===== src/rtl/rf_wb_arbiter.sv =====
// Register-file write-port arbiter: pipeline writeback has priority, an
// auxiliary (mul/div) result waits in a one-entry buffer with starvation stall.
module rf_wb_arbiter #(
    parameter int STARVE_LIMIT = 4,
    parameter int CW           = 4
) (
    input  logic        clk,
    input  logic        rst,
    input  logic        wb_we,
    input  logic [4:0]  wb_rd,
    input  logic [63:0] wb_data,
    input  logic        aux_valid,
    input  logic [4:0]  aux_rd,
    input  logic [63:0] aux_data,
    output logic        aux_ready,
    output logic        rf_we,
    output logic [4:0]  rf_waddr,
    output logic [63:0] rf_wdata,
    output logic        stall_req,
    output logic        buf_valid,
    output logic [4:0]  buf_rd
);

    typedef enum logic [1:0] {
        IDLE,
        HOLD,
        STALL
    } state_e;

    localparam logic [CW-1:0] LIMIT = CW'(STARVE_LIMIT);

    state_e        state_q, state_d;
    logic [4:0]    buf_rd_q, buf_rd_d;
    logic [63:0]   buf_data_q, buf_data_d;
    logic [CW-1:0] cnt_q, cnt_d;

    logic pipe_claim;
    logic buf_hit;
    logic accept;

    // x0 writes never occupy the port
    assign pipe_claim = !rst && wb_we && (wb_rd != 5'd0);
    assign buf_hit    = pipe_claim && (wb_rd == buf_rd_q);
    assign aux_ready  = (state_q == IDLE) && !rst;
    assign accept     = aux_valid && aux_ready;
    assign buf_valid  = (state_q != IDLE);
    assign buf_rd     = buf_rd_q;
    assign stall_req  = (state_q == STALL);

    always_comb begin
        rf_we    = 1'b0;
        rf_waddr = 5'd0;
        rf_wdata = 64'd0;
        if (pipe_claim) begin
            rf_we    = 1'b1;
            rf_waddr = wb_rd;
            rf_wdata = wb_data;
        end else if (buf_valid && !rst) begin
            rf_we    = 1'b1;
            rf_waddr = buf_rd_q;
            rf_wdata = buf_data_q;
        end
    end

    always_comb begin
        state_d    = state_q;
        buf_rd_d   = buf_rd_q;
        buf_data_d = buf_data_q;
        cnt_d      = cnt_q;
        case (state_q)
            IDLE: begin
                if (accept && (aux_rd != 5'd0)) begin
                    state_d    = HOLD;
                    buf_rd_d   = aux_rd;
                    buf_data_d = aux_data;
                    cnt_d      = '0;
                end
            end
            HOLD, STALL: begin
                // Drained this cycle, or superseded by a younger write to the same rd
                if (!pipe_claim || buf_hit) begin
                    state_d    = IDLE;
                    buf_rd_d   = 5'd0;
                    buf_data_d = 64'd0;
                    cnt_d      = '0;
                end else begin
                    if (cnt_q != LIMIT) begin
                        cnt_d = cnt_q + CW'(1);
                    end
                    if (cnt_d == LIMIT) begin
                        state_d = STALL;
                    end
                end
            end
            default: state_d = IDLE;
        endcase
    end

    always_ff @(posedge clk) begin
        if (rst) begin
            state_q    <= IDLE;
            buf_rd_q   <= 5'd0;
            buf_data_q <= 64'd0;
            cnt_q      <= '0;
        end else begin
            state_q    <= state_d;
            buf_rd_q   <= buf_rd_d;
            buf_data_q <= buf_data_d;
            cnt_q      <= cnt_d;
        end
    end

endmodule


===== config.mk =====
export PLATFORM = sky130hd
export DESIGN_NAME = rf_wb_arbiter
export DESIGN_NICKNAME = d
export VERILOG_FILES = /design/src/rtl/rf_wb_arbiter.sv
export SDC_FILE = /design/constraint.sdc
export NUM_CORES = 1
export LEC_CHECK = 0
export ABC_AREA = 0
export BUFFER_PORTS_ARGS = -buffer_cell sky130_fd_sc_hd__buf_2
export CAP_MARGIN = 20
export CELL_PAD_IN_SITES_DETAIL_PLACEMENT = 0
export CELL_PAD_IN_SITES_GLOBAL_PLACEMENT = 1
export CORE_ASPECT_RATIO = 1.25
export CORE_MARGIN = 2
export CORE_UTILIZATION = 27
export DETAILED_ROUTE_END_ITERATION = 10
export HOLD_SLACK_MARGIN = 0.06
export PLACE_DENSITY = 0.74
export SYNTH_ARGS = -nofsm -noshare
export SYNTH_HDL_FRONTEND = slang
export SYNTH_SLANG_ARGS = --single-unit

===== constraint.sdc =====
create_clock -name clk -period 2.18 [get_ports clk]
set_clock_uncertainty 0.15 [all_clocks]
set_input_delay 0.436 -clock clk [delete_from_list [all_inputs] [get_ports clk]]
set_output_delay 0.436 -clock clk [all_outputs]
set_load 0.005 [all_outputs]

==> reports/metrics.yaml, run 1 <==
clock_network:
  cts_tree: "yes"
  clock_latency_ns: 0.33
  cts_buffers: 9
  root_buffer: "clkbuf_16"
  cts_hold_buf: 0
  cts_sinks: 75
  h-tree-depth: 3
  clock_path_buffers: 2
  cts.reportedPaths.clkPinSlew_ns: 0.06
power_and_ir_drop:
  combPwrFrac_pct: 33.7
  p_total_uw: 4710
  power_frac_seq_pct: 35.2
  p_leak_uw: 0.00270
  p_clk_share_pct: 31.2
  internal_power_uw: 3140
  power_switching_uw: 1570
  powerDensity_nw_per_um2: 740
  irDropWorstVdd_uv: 414
  power_switching_share_pct: 33.4
routing:
  antenna_left: 0
  dr.pass1.iters: 6
  viasPerCell: 4.86
  drtIter0Drc: 319
  drt-total-wl_mm: 16.0
  dr_total_vias: 5111
  drc: 0
  routedWlPerCell_microns: 15.2
critical_path:
  cp_slowest_cell: "or4_4"
  setup.worst_path.end_class: "output pin"
  worstReg2RegStart: "state_q[0]$_SDFFE_PP0P_"
  reg2regPathDepth: 10
  path_class: "input pin to output pin"
  r2r-end: "cnt_q[2]$_SDFFE_PP0P_"
  cp_max_fo: 29
  cp_cell_sequence: "buf_6 > or4_4 > o21a_4 > buf_12 > o21ai_1 > buf_2"
  r2r_setup_slack_ns: 0.11
  start_kind: "input pin"
  cp.required_ns: 1.59
  critPathArrivalTime_ns: 1.85
  cpPeakStageDelay_ns: 0.55
grt:
  use_met3_pct: 3.71
  globalRouteTotalUtil_pct: 17.4
  grt_pass1_vias: 4626
  grt.overflow.total: 0
  grt-busiest-layer: "met2"
  globalRouteMet2Util_pct: 28.9
  grt_pass1_wl_mm: 22.9
  grtUsageMet1_pct: 22.5
  grt_max_degree: 53
  antenna_found_initial: 0
sta:
  period_share_pct: 112
  finalCriticalPeriod_ns: 2.43
  setup_viol: 70
  rsz0062_at_grt: "true"
  hold_violations: 0
  slew_headroom_pct: 61.6
  worst_slack_ns: -0.252
  holdWs_ns: 0.214
  max_slew.worst_pin.slew_ns: 0.576
  max_freq_mhz: 411
  drv_slew: 0
floorplan:
  dieWidth_microns: 115
  start_util_pct: 27.8
  core_area_sq_um: 15100
  io_pins: 220
  die_area_sq_um: 16500
  rows: 50
  fp.dieH_microns: 143
synth:
  synth_area_leaders: "dfxtp_1, nand2_1, o21ai_0"
  syn_area_per_cell_sq_um: 6.72
  ys_ff_latch: 75
  synth_xor_area_share_pct: 1.04
  synth_fa_ha_area_share_pct: 1.79
  synth_top_area_share_pct: 35.8
  syn-cell-area_sq_um: 4190
  synth_area_leader_cell: "dfxtp_1"
  synth.distinct_cells: 35
  yosysWarnings: 0
  synth_top_family_by_area: "compound AO/OA/AOI/OAI gates"
  synth_seq_area_share_pct: 35.8
  synth.area.mux_share_pct: 0
  yosys.area_share.simple_pct: 25.5
  synth_compound_area_share_pct: 28.2
  syn_nets: 772
  postSynthCellCount: 624
final_layout:
  final_common_cell: "buf_2"
  design_area_sq_um: 6370
  stdcell_count: 1051
  syn2layout_area_growth_pct: 51.9
  n_antenna_cell: 0
  drive_above_1_share_pct: 38.3
  nets: 987
  final_cell_mix: "buf_2, nand2_1, o21ai_1"
min_path:
  hold_class: "input pin to register"
  min_to: "buf_data_q[45]$_SDFFE_PP0P_"
  min_from: "aux_data[45]"
  min_path_cells: 3
run:
  drv_cap: 0
placed_design:
  post-dp-hpwl_mm: 10.2
  gp_congestion: 0.806
  placed_cells: 1019
  placed_cell_area_sq_um: 5690
  numPortBuffers: 219
run_status:
  violations: "negative setup slack"
  status: "finished with violations"
cell usage after synthesis, drive strengths merged:
cell	count
nand2	140
and3b	1
nor2	6
ha	6
dfxtp	75
a31oi	1
or4	1
xnor2	5
nand3b	2
o311ai	2
o211ai	3
nor3	2
a32oi	3
nand4b	1
nand4	2
clkbuf	46
or2	1
a21bo	1
inv	7
a211oi	1
a21oi	73
nor2b	3
o211a	2
nand2b	8
a311oi	1
or3	1
o21a	1
o21ai	138
buf	16
nand3	75
per-stage QoR:
step	utilization (%)	TNS (ns)	setup slack, ns
floorplan	-	-5.59	-0.111
global placement	37.8	-16.54	-0.223
detailed placement	37.8	-18.67	-0.236
CTS	41.0	-12.83	-0.225
global route	42.2	-18.87	-0.305
finish	42.2	-15.06	-0.252
kinds of logic after synthesis:
group | count (synthesis)
XOR/XNOR | 5
flip-flops | 75
AND/OR/NAND/NOR | 243
adder cells (fa/ha/maj) | 6
buffers and inverters | 69
AO/OA/AOI/OAI | 226
worst max-delay path by stage:
| stage | start | to | slack [ns] | depth (start not counted) |
|---|---|---|---|---|
| after CTS | wb_rd[1] | rf_wdata[18] | -0.22 | 6 |
| final | wb_rd[1] | rf_wdata[9] | -0.25 | 6 |
| after floorplan | wb_rd[1] | rf_wdata[63] | -0.11 | 7 |
| after global routing | wb_rd[1] | rf_wdata[3] | -0.30 | 6 |
| after detailed placement | wb_rd[1] | rf_wdata[13] | -0.24 | 6 |
| after global placement | wb_rd[1] | rf_wdata[25] | -0.22 | 6 |
power by group through the flow:
stage | logic, uW | clock network [uW] | registers [uW]
finish | 1590 | 1470 | 1660
global route | 1740 | 1570 | 1680
CTS | 1510 | 1500 | 1660
detailed placement | 1390 | 0 | 1680
global placement | 1390 | 0 | 1680
floorplan | 823 | 0 | 1660
sequential cells by signal, summed over array words and instances, names as in the netlist:
| name | flops |
|---|---|
| state_q | 2 |
| buf_rd | 5 |
| buf_data_q | 64 |
| cnt_q | 4 |
cell type report:
class                           instances  area, sq um
Tap cell                              208          260
Multi-Input combinational cell        481         2530
Timing Repair Buffer                  265         1760
Sequential cell                        75         1500
Fill cell                            1611         8710
Inverter                                7         30.0
Clock inverter                          5         55.1
Clock buffer                           10          229
per-layer routing:
layer,vias to the layer above,part of all wire (%)
li1,2606,-
met4,0,1.2
met2,154,48
met5,-,0
met1,2335,45
met3,16,5.9
repair_timing:
action / 4_1_cts / 5_1_grt
endpoints found under the hold margin: 0 / 0
gates cloned: 3 / 7
gates resized for setup: 21 / 19
setup buffers: 5 / 2
endpoints found under the setup margin: 71 / 70
pin swaps: 6 / 2
worst max-delay path, delay by kind of cell:
family	cells	cell delay [ns]
buffers and inverters	3	0.40
AOI/OAI and AO/OA	2	0.44
and+or+nand+nor	1	0.55
Note: power is estimated with default switching activity, not from simulation.
==> run 2, diff against run 1 <==
--- a/config.mk
+++ b/config.mk
@@ -10,7 +10,6 @@
 export CAP_MARGIN = 20
 export CELL_PAD_IN_SITES_DETAIL_PLACEMENT = 0
 export CELL_PAD_IN_SITES_GLOBAL_PLACEMENT = 1
-export CORE_ASPECT_RATIO = 1.25
 export CORE_MARGIN = 2
 export CORE_UTILIZATION = 27
 export DETAILED_ROUTE_END_ITERATION = 10
==> reports/metrics.yaml, run 2 (synthesized netlist as in run 1, its figures left out) <==
final_layout:
  nets: 986
  syn2layout_area_growth_pct: 47.7
  n_antenna_cell: 0
  final_cell_mix: "buf_2, nand2_1, o21ai_1"
  drive_above_1_share_pct: 37.2
  final_common_cell: "buf_2"
  design_area_sq_um: 6190
  regMostFlops: "buf_data_q"
  largest_reg_flops: 64
critical_path:
  cp_max_fo: 28
  r2r_setup_slack_ns: 0.20
  path_class: "input pin to output pin"
  reg2regPathDepth: 9
  start_kind: "input pin"
  critPathArrivalTime_ns: 1.85
  cp.required_ns: 1.59
  setup.worst_path.end_class: "output pin"
routing:
  wl_met2_mm: 6.61
  dr_total_vias: 5020
  drtIter0Drc: 277
  drc: 0
  antenna_left: 0
  dr.max_layer_used: "met4"
  met3_length_microns: 895
  dr.pass1.iters: 4
  routedWlPerCell_microns: 14.4
  met1_length_mm: 7.09
  drt-total-wl_mm: 14.8
  viasPerCell: 4.87
grt:
  grt.overflow.total: 0
  globalRouteTotalUtil_pct: 17.8
  antenna_found_initial: 0
  grt_pass1_wl_mm: 23.4
  grt_pass1_vias: 4618
  grt_max_degree: 57
floorplan:
  io_pins: 220
  start_util_pct: 27.6
  die_area_sq_um: 16500
  core_area_sq_um: 15200
  dieWidth_microns: 129
  rows: 45
  fp.dieH_microns: 129
sta:
  setup_viol: 70
  rsz0062_at_grt: "true"
  worst_slack_ns: -0.255
  drv_slew: 0
  period_share_pct: 112
  finalCriticalPeriod_ns: 2.43
  max_freq_mhz: 411
  slew_headroom_pct: 70.1
  setup_tns_ns: -15.28
  max_slew.worst_pin.slew_ns: 0.449
  hold_violations: 0
run_status:
  violations: "negative setup slack"
  status: "finished with violations"
clock_network:
  cts_buffers: 9
  root_buffer: "clkbuf_16"
  clock_path_buffers: 2
  cts_hold_buf: 0
  clock_latency_ns: 0.34
  cts_tree: "yes"
  cts_sinks: 75
  cts.reportedPaths.clkPinSlew_ns: 0.06
  h-tree-depth: 3
power_and_ir_drop:
  powerDensity_nw_per_um2: 728
  p_leak_uw: 0.00266
  irDropWorstVdd_uv: 458
  p_total_uw: 4510
min_path:
  hold_class: "input pin to register"
  min_path_cells: 3
placed_design:
  place_ws_ns: -0.252
  post-dp-hpwl_mm: 9.99
  gp_congestion: 0.771
  numPortBuffers: 219
  placed_cell_area_sq_um: 5700
run:
  drv_cap: 0
-- run 2: layout make-up --
class                           count  area (sq um)
Clock buffer                       12           246
Clock inverter                      3          15.0
Fill cell                        1674          9010
Inverter                            7          26.3
Multi-Input combinational cell    481          2530
Sequential cell                    75          1500
Tap cell                          188           235
Timing Repair Buffer              264          1640
-- run 2: final timing paths --
| kind | from | endpoint |
|---|---|---|
| min | aux_data[56] | buf_data_q[56]$_SDFFE_PP0P_ |
| max reg2reg | state_q[1]$_SDFFE_PP0P_ | buf_data_q[31]$_SDFFE_PP0P_ |
| min reg2reg | buf_data_q[34]$_SDFFE_PP0P_ | buf_data_q[34]$_SDFFE_PP0P_ |
| max | wb_rd[1] | rf_wdata[43] |
-- run 2: metrics by stage --
step           instances  utilization [%]  hold WS (ns)
4_1_cts             1027             40.0         0.194
6_report            1030             40.7         0.210
3_3_place_gp        1008             37.5         0.309
5_1_grt             1030             40.7         0.203
2_1_floorplan        624                -         0.300
3_5_place_dp        1008             37.5         0.316
-- run 2: critical path, cell delays in order --
cell and delay [ns]:
buf_6 0.09, or4_4 0.55, o21a_4 0.29, clkbuf_16 0.21
nand2_1 0.09, o21ai_2 0.05, buf_2 0.12
-- run 2: layer usage --
metal  vias up  GRT usage (%)
met2       159           28.3
met4         0           6.78
met1      2257           23.8
li1       2587              -
met3        17           3.58
met5         -              0
-- run 2: repair_timing --
action | CTS | global route
pin swaps | 2 | 9
setup buffers | 2 | 2
hold endpoints to repair | 0 | 0
cloned | 2 | 1
setup endpoints to repair | 69 | 77
resized for setup | 18 | 18
-- run 2: report_power, final --
part	internal (uW)	total (uW)	switching [uW]
registers	1560	1650	93.8
logic	642	1500	856
clock network	790	1360	569
total	2990	4510	1520
